$ cat src/rtl/c2c_arb_pkg.sv
// c2c_arb_pkg: FSM state type, parameter defaults and round-robin pick for c2c_link_arbiter
package c2c_arb_pkg;

   typedef enum logic [1:0] {IDLE, WAIT_ACK, HOLD, SEND} state_t;

   localparam int DATA_W_DEF      = 3;
   localparam int HOLD_CYC_DEF    = 100000000;
   localparam int TIMEOUT_CYC_DEF = 200000000;

   // First high bit of req at or above ptr, wrapping n-1 -> 0; result only meaningful when req is nonzero
   function automatic logic [2:0] rr_pick(input logic [7:0] req, input logic [2:0] ptr, input int n);
      logic [2:0] w;
      logic       found;
      int         j;
      w     = ptr;
      found = 1'b0;
      for (int i = 0; i < 8; i++) begin
         j = int'(ptr) + i;
         if (j >= n) j = j - n;
         if (!found && i < n && req[j[2:0]]) begin
            w     = j[2:0];
            found = 1'b1;
         end
      end
      return w;
   endfunction

endpackage

$ cat src/rtl/c2c_link_arbiter_counter.sv
// c2c_cycle_counter: counts cycles after start; done is high in the TC-th cycle of the run
module c2c_cycle_counter #(
   parameter int TC = 1
) (
   input  logic clk,
   input  logic rst_n,
   input  logic start,
   input  logic clear,
   output logic done
);

   localparam int CW = $clog2(TC + 1);

   logic [CW-1:0] cnt;
   logic          run;

   // start restarts from zero and wins over clear; the count runs until cleared
   always_ff @(posedge clk)
      if (!rst_n) begin
         run <= 1'b0;
         cnt <= '0;
      end else if (start) begin
         run <= 1'b1;
         cnt <= '0;
      end else if (clear) begin
         run <= 1'b0;
         cnt <= '0;
      end else if (run)
         cnt <= cnt + CW'(1);

   assign done = run && (cnt == CW'(TC - 1));

endmodule

$ cat src/rtl/c2c_link_arbiter.sv
// c2c_link_arbiter: round-robin arbiter granting one requester at a time a request/ack/hold/send link
// Optional ack timeout enabled by defining C2C_ARB_TIMEOUT_EN.
module c2c_link_arbiter
   import c2c_arb_pkg::*;
#(
   parameter int N_REQ       = 4,
   parameter int DATA_W      = DATA_W_DEF,
   parameter int HOLD_CYC    = HOLD_CYC_DEF,
   parameter int TIMEOUT_CYC = TIMEOUT_CYC_DEF
) (
   input  logic                    clk,
   input  logic                    rst_n,
   input  logic [N_REQ-1:0]        req,
   input  logic [N_REQ*DATA_W-1:0] req_data,
   output logic [N_REQ-1:0]        grant,
   output logic [N_REQ-1:0]        done,
   output logic                    err,
   output logic                    busy,
   output logic                    request2s,
   input  logic                    ack,
   output logic [DATA_W-1:0]       data,
   output logic                    valid
);

   localparam int PW = $clog2(N_REQ);

   state_t            state, state_n;
   logic [PW-1:0]     ptr, ptr_n, win, win_n, pick, ptr_next;
   logic [N_REQ-1:0]  grant_n, done_n;
   logic              err_n, req2s_n, valid_n, hold_done, to_done;
   logic [DATA_W-1:0] data_n, win_data;

   assign pick     = PW'(rr_pick(8'(req), 3'(ptr), N_REQ));
   assign win_data = req_data[win*DATA_W +: DATA_W];
   assign ptr_next = (win == PW'(N_REQ - 1)) ? '0 : win + PW'(1);

   c2c_cycle_counter #(.TC(HOLD_CYC)) u_hold (
      .clk   (clk),
      .rst_n (rst_n),
      .start (state == WAIT_ACK && ack),
      .clear (hold_done),
      .done  (hold_done)
   );

`ifdef C2C_ARB_TIMEOUT_EN
   c2c_cycle_counter #(.TC(TIMEOUT_CYC)) u_timeout (
      .clk   (clk),
      .rst_n (rst_n),
      .start (state == IDLE && |req),
      .clear (state == WAIT_ACK && (ack || to_done)),
      .done  (to_done)
   );
`else
   assign to_done = 1'b0;
`endif

   // State, pointer and every output are registered; reset clears all of them even mid-transfer
   always_ff @(posedge clk)
      if (!rst_n) begin
         state     <= IDLE;
         ptr       <= '0;
         win       <= '0;
         grant     <= '0;
         done      <= '0;
         err       <= 1'b0;
         busy      <= 1'b0;
         request2s <= 1'b0;
         data      <= '0;
         valid     <= 1'b0;
      end else begin
         state     <= state_n;
         ptr       <= ptr_n;
         win       <= win_n;
         grant     <= grant_n;
         done      <= done_n;
         err       <= err_n;
         busy      <= (state_n != IDLE);
         request2s <= req2s_n;
         data      <= data_n;
         valid     <= valid_n;
      end

   // Next state and next register values; data/valid default to zero outside SEND
   always_comb begin
      state_n = state;
      ptr_n   = ptr;
      win_n   = win;
      grant_n = grant;
      done_n  = '0;
      err_n   = 1'b0;
      req2s_n = request2s;
      data_n  = '0;
      valid_n = 1'b0;
      case (state)
         IDLE:
            if (|req) begin
               state_n = WAIT_ACK;
               win_n   = pick;
               grant_n = N_REQ'(1) << pick;
               req2s_n = 1'b1;
            end
         WAIT_ACK:
            if (ack) begin
               state_n = HOLD;
               req2s_n = 1'b0;
            end else if (to_done) begin
               state_n = IDLE;
               req2s_n = 1'b0;
               grant_n = '0;
               err_n   = 1'b1;
               ptr_n   = ptr_next;
            end
         HOLD:
            if (hold_done) begin
               state_n = SEND;
               data_n  = win_data;
               valid_n = 1'b1;
            end
         SEND:
            if (ack) begin
               data_n  = win_data;
               valid_n = 1'b1;
            end else begin
               state_n = IDLE;
               grant_n = '0;
               done_n  = grant;
               ptr_n   = ptr_next;
            end
         default: state_n = IDLE;
      endcase
   end

endmodule

$ cat config.mk
export PLATFORM = sky130hd
export DESIGN_NAME = c2c_link_arbiter
export DESIGN_NICKNAME = d
export VERILOG_FILES = /design/src/rtl/c2c_arb_pkg.sv /design/src/rtl/c2c_link_arbiter_counter.sv /design/src/rtl/c2c_link_arbiter.sv
export SDC_FILE = /design/constraint.sdc
export NUM_CORES = 1
export LEC_CHECK = 0
export BUFFER_PORTS_ARGS = -buffer_cell sky130_fd_sc_hd__clkbuf_2
export CORE_UTILIZATION = 44
export CTS_BUF_LIST = sky130_fd_sc_hd__clkbuf_4
export DETAILED_ROUTE_END_ITERATION = 12
export PLACE_DENSITY = 0.62
export SLEW_MARGIN = 5
export SYNTH_ARGS = -nofsm -noshare
export SYNTH_HDL_FRONTEND = slang
export SYNTH_SLANG_ARGS = --single-unit
$ cat constraint.sdc
create_clock -name clk -period 2.5 [get_ports clk]
set_input_delay 0.375 -clock clk [delete_from_list [all_inputs] [get_ports clk]]
set_output_delay 0.375 -clock clk [all_outputs]
set_load 0.005 [all_outputs]
==> results summary <==
Together, buffers and inverters on the worst path number 0. The quantity of hold-fixing buffers added after cts is 0. The final route contains 1,891 vias. The number of optimization iterations in the first detailed-route pass is 4. The Yosys warning count came out at 0. In this run the clock root is driven by a sky130_fd_sc_hd__clkbuf_4. sky130_fd_sc_hd__dfxtp_1 is the most common cell in the netlist. The kind of cell with the highest combined delay along the critical path is simple AND/OR/NAND/NOR gates. The fraction of final layout cells with drive strength greater than 1 came out at 17.8%.

Using the TritonRoute via totals, the vias-per-cell ratio works out to 5.34. The min-delay analysis places its worst path in the category primary input to register. The critical path class is register to register. The first global-routing pass estimated 7.81 mm of wire. The antenna diode count came out at 0.

In the synthesized netlist the dominant register cell turns out to be sky130_fd_sc_hd__dfxtp_1. The H-tree depth is 2. From left edge to right edge, the die measures 73.1 um. The worst-case IR drop observed on VDD is 0.000309 V. The CTS buffer count is 5. The mapped cell area is 2230 sq um. Dividing the detail-routed wire length by the instance count gives 13.0 um. The CTS sink count came out at 48.

TritonCTS built the clock tree. The largest net degree at the start of global routing is 22. In this run the power density over the cells is 630 nW/um^2. Sorting the synthesized cells by area gives the leading types as sky130_fd_sc_hd__dfxtp_1 43%, sky130_fd_sc_hd__nor2_1 5.6%, sky130_fd_sc_hd__nand2_1 3.5%.

The register bit total from synthesis came out at 48. The setup clock skew after layout is 0.00597 ns. The routability congestion estimate from global placement is 0.868. The area occupied by multi-input gates is 1190 sq um.

The initial core utilization came out at 46.5%. Post-CTS timing repair inserted 0 buffers for setup. The source of the worst register-to-register timing path is u_hold.cnt[0].

The via count of the first global-routing pass is 1,727. Setup repair after global routing left no endpoint under its margin. The transition time at the pin with the least slew margin is 0.812 ns.

The average cell area after synthesis came out at 8.80 sq um. The post-layout worst setup margin came out at 0.559 ns. The synthesis-to-layout area growth came out at 15.9%.

The worst hold path begins at ack. The number of instances resized during post-cts repair came out at 0. The global routing usage summed across all routing layers is 19.2%. The number of top-level pins is 34. The pre-CTS setup slack came out at 0.599 ns. For this run, the slowest stage of the critical path takes 0.40 ns. Summing the sequential cell areas from Yosys gives 43.2% of the chip area. The clock tree buffer depth is 2. The worst setup path is launched from a register. The endpoint arrival time on the critical path is 2.25 ns.

The area share of the largest cell type after synthesis is 43.2%. The detail route stage leaves a number of antenna-violating nets equal to 0. The final count of hold timing violations is 0.

At the worst endpoint, the required time is 2.81 ns. The initial antenna violation count came out at 0. The synthesized netlist contains 51 unique library cells.

Among all stages on the critical path, the largest delay is contributed by sky130_fd_sc_hd__dfxtp_1. In this run the tool buffered the top-level ports with 32 buffer cells. After layout, the design draws a total of 1.63 mW.

The number of enable flip-flop cells after synthesis is 0. The number of nets in the layout came out at 307. The shortest clock period the worst path allows after layout is 1.94 ns. The CTS clock-pin slew for the worst setup and hold paths is 0.14 ns. The cell count after synthesis came out at 253. Static timing analysis puts the maximum clock frequency at 515 MHz. For the final routed database, the setup TNS stands at 0 ns. In this run, the number of DRC markers left after iteration 0 of detailed routing was 106. The detailed-route DRC error count is 0. STA classifies the critical path endpoint as a register. After floorplanning, the core was divided into 25 placement rows. The final max-slew violation count came out at 0. The core outline area came out at 4790 sq um. The share of flip-flops with an asynchronous set or reset after synthesis is 0%. For this block, the routed nets add up to 4.60 mm of wire. The critical path goes through ha_1, and4_1, and3_1, nand4_1, or3_1, a21oi_1. The library cell occupying the most area in the post-synthesis netlist is sky130_fd_sc_hd__dfxtp_1. In the finished design, the share of the clock period the worst path needs comes to 77.6%. The max-slew headroom at the worst pin is 45.3%. The number of maximum-capacitance constraint violations came out at 0. The run finished with clean final reports. The residual overflow from global routing came out at 0. The commonest cells after synthesis are 48 x sky130_fd_sc_hd__dfxtp_1, 33 x sky130_fd_sc_hd__nor2_1, 21 x sky130_fd_sc_hd__nand2_1. The insertion delay to the later sink of the worst-skew pair came out at 0.37 ns. In this run the worst setup path begins at u_hold.cnt[0]. In this run the static leakage power is 0.981 nW.

The die covers 5350 sq um. Summing all flip-flop and latch instances after layout gives 961 sq um. The die is 73.1 um tall.

The synthesized net count came out at 274. Of all nets on the critical path, the largest fanout is 7. The HPWL after detailed placement came out at 3.31 mm. Setup violations remaining at the end of the flow were counted as 0.

The layout filler cell count is 447.
[area by class of cell]
cell class | instances | share of cell area (%)
Sequential cell | 48 | 37.2
Clock inverter | 3 | 3.49
Inverter | 4 | 0.582
Timing Repair Buffer | 37 | 7.66
Multi-Input combinational cell | 190 | 46.3
Tap cell | 67 | 3.25
Clock buffer | 5 | 1.45
[metrics by stage]
stage | instances | utilization [%] | area [sq um] | hold slack [ns]
detailed placement | 346 | 51.2 | 2450 | 0.468
CTS | 354 | 53.9 | 2580 | 0.333
finish | 354 | 53.9 | 2580 | 0.341
floorplan | 253 | - | 2230 | 0.454
global placement | 346 | 51.2 | 2450 | 0.464
global route | 354 | 53.9 | 2580 | 0.377
[path summary, 6_finish.rpt]
path	endpoint	slack, ns	cells past startpoint
hold / removal	state[1]	0.34	3
setup / recovery	u_hold.cnt[26]	0.56	6
hold reg to reg	grant[2]	0.49	2
setup reg to reg	u_hold.cnt[26]	0.56	6
[registers in the layout (all words and copies together), names as in the netlist, 2 cells and up]
signal      flops
ptr             2
data            3
win             2
grant           4
state           2
u_hold.cnt     27
done            4
[routing by layer]
layer	vias to the layer above	routed length (um)	GRT usage, %	share of wire (%)
met5	-	0	0	0
met4	0	70	7.84	1.5
met2	37	2100	29.6	46
li1	973	-	-	-
met1	874	2260	26.2	49
met3	7	159	3.59	3.5
[logic make-up (layout without fill, tap and decap cells)]
kind of cell,count (synthesis),count (layout),synth area share (%)
adder cells (fa/ha/maj),2,2,1.12
AND/OR/NAND/NOR,121,121,28.9
other,1,1,0.168
buffers and inverters,15,49,3.15
multiplexers,5,5,3.93
AO/OA/AOI/OAI,45,45,13.3
flip-flops,48,48,43.2
XOR/XNOR,16,16,6.30
[worst min-delay path, stage by stage]
cell and delay [ns]:
sky130_fd_sc_hd__clkbuf_2 0.09, sky130_fd_sc_hd__nand2_1 0.11, sky130_fd_sc_hd__a21boi_0 0.09
[cells in the final DEF (no fill, tap or decap), types with 7 or more instances in the layout]
| cell | Yosys | final |
|---|---|---|
| sky130_fd_sc_hd__xor2_1 | 7 | 7 |
| sky130_fd_sc_hd__dfxtp_1 | 48 | 48 |
| sky130_fd_sc_hd__nand3_1 | 12 | 12 |
| sky130_fd_sc_hd__clkbuf_2 | 0 | 32 |
| sky130_fd_sc_hd__a21oi_1 | 14 | 14 |
| sky130_fd_sc_hd__nor3_1 | 9 | 9 |
| sky130_fd_sc_hd__nand2_1 | 21 | 21 |
| sky130_fd_sc_hd__o21ai_0 | 8 | 8 |
| sky130_fd_sc_hd__nand4_1 | 8 | 8 |
| sky130_fd_sc_hd__and3_1 | 8 | 8 |
| sky130_fd_sc_hd__nor2_1 | 33 | 33 |
| sky130_fd_sc_hd__xnor2_1 | 9 | 9 |
| sky130_fd_sc_hd__nor2b_1 | 8 | 8 |
[power by group]
group	internal, mW	switching, mW
clock	0.412	0.253
sequential	0.788	0.0272
combinational	0.0735	0.0712
No activity file was read; power rests on OpenSTA's default activity.
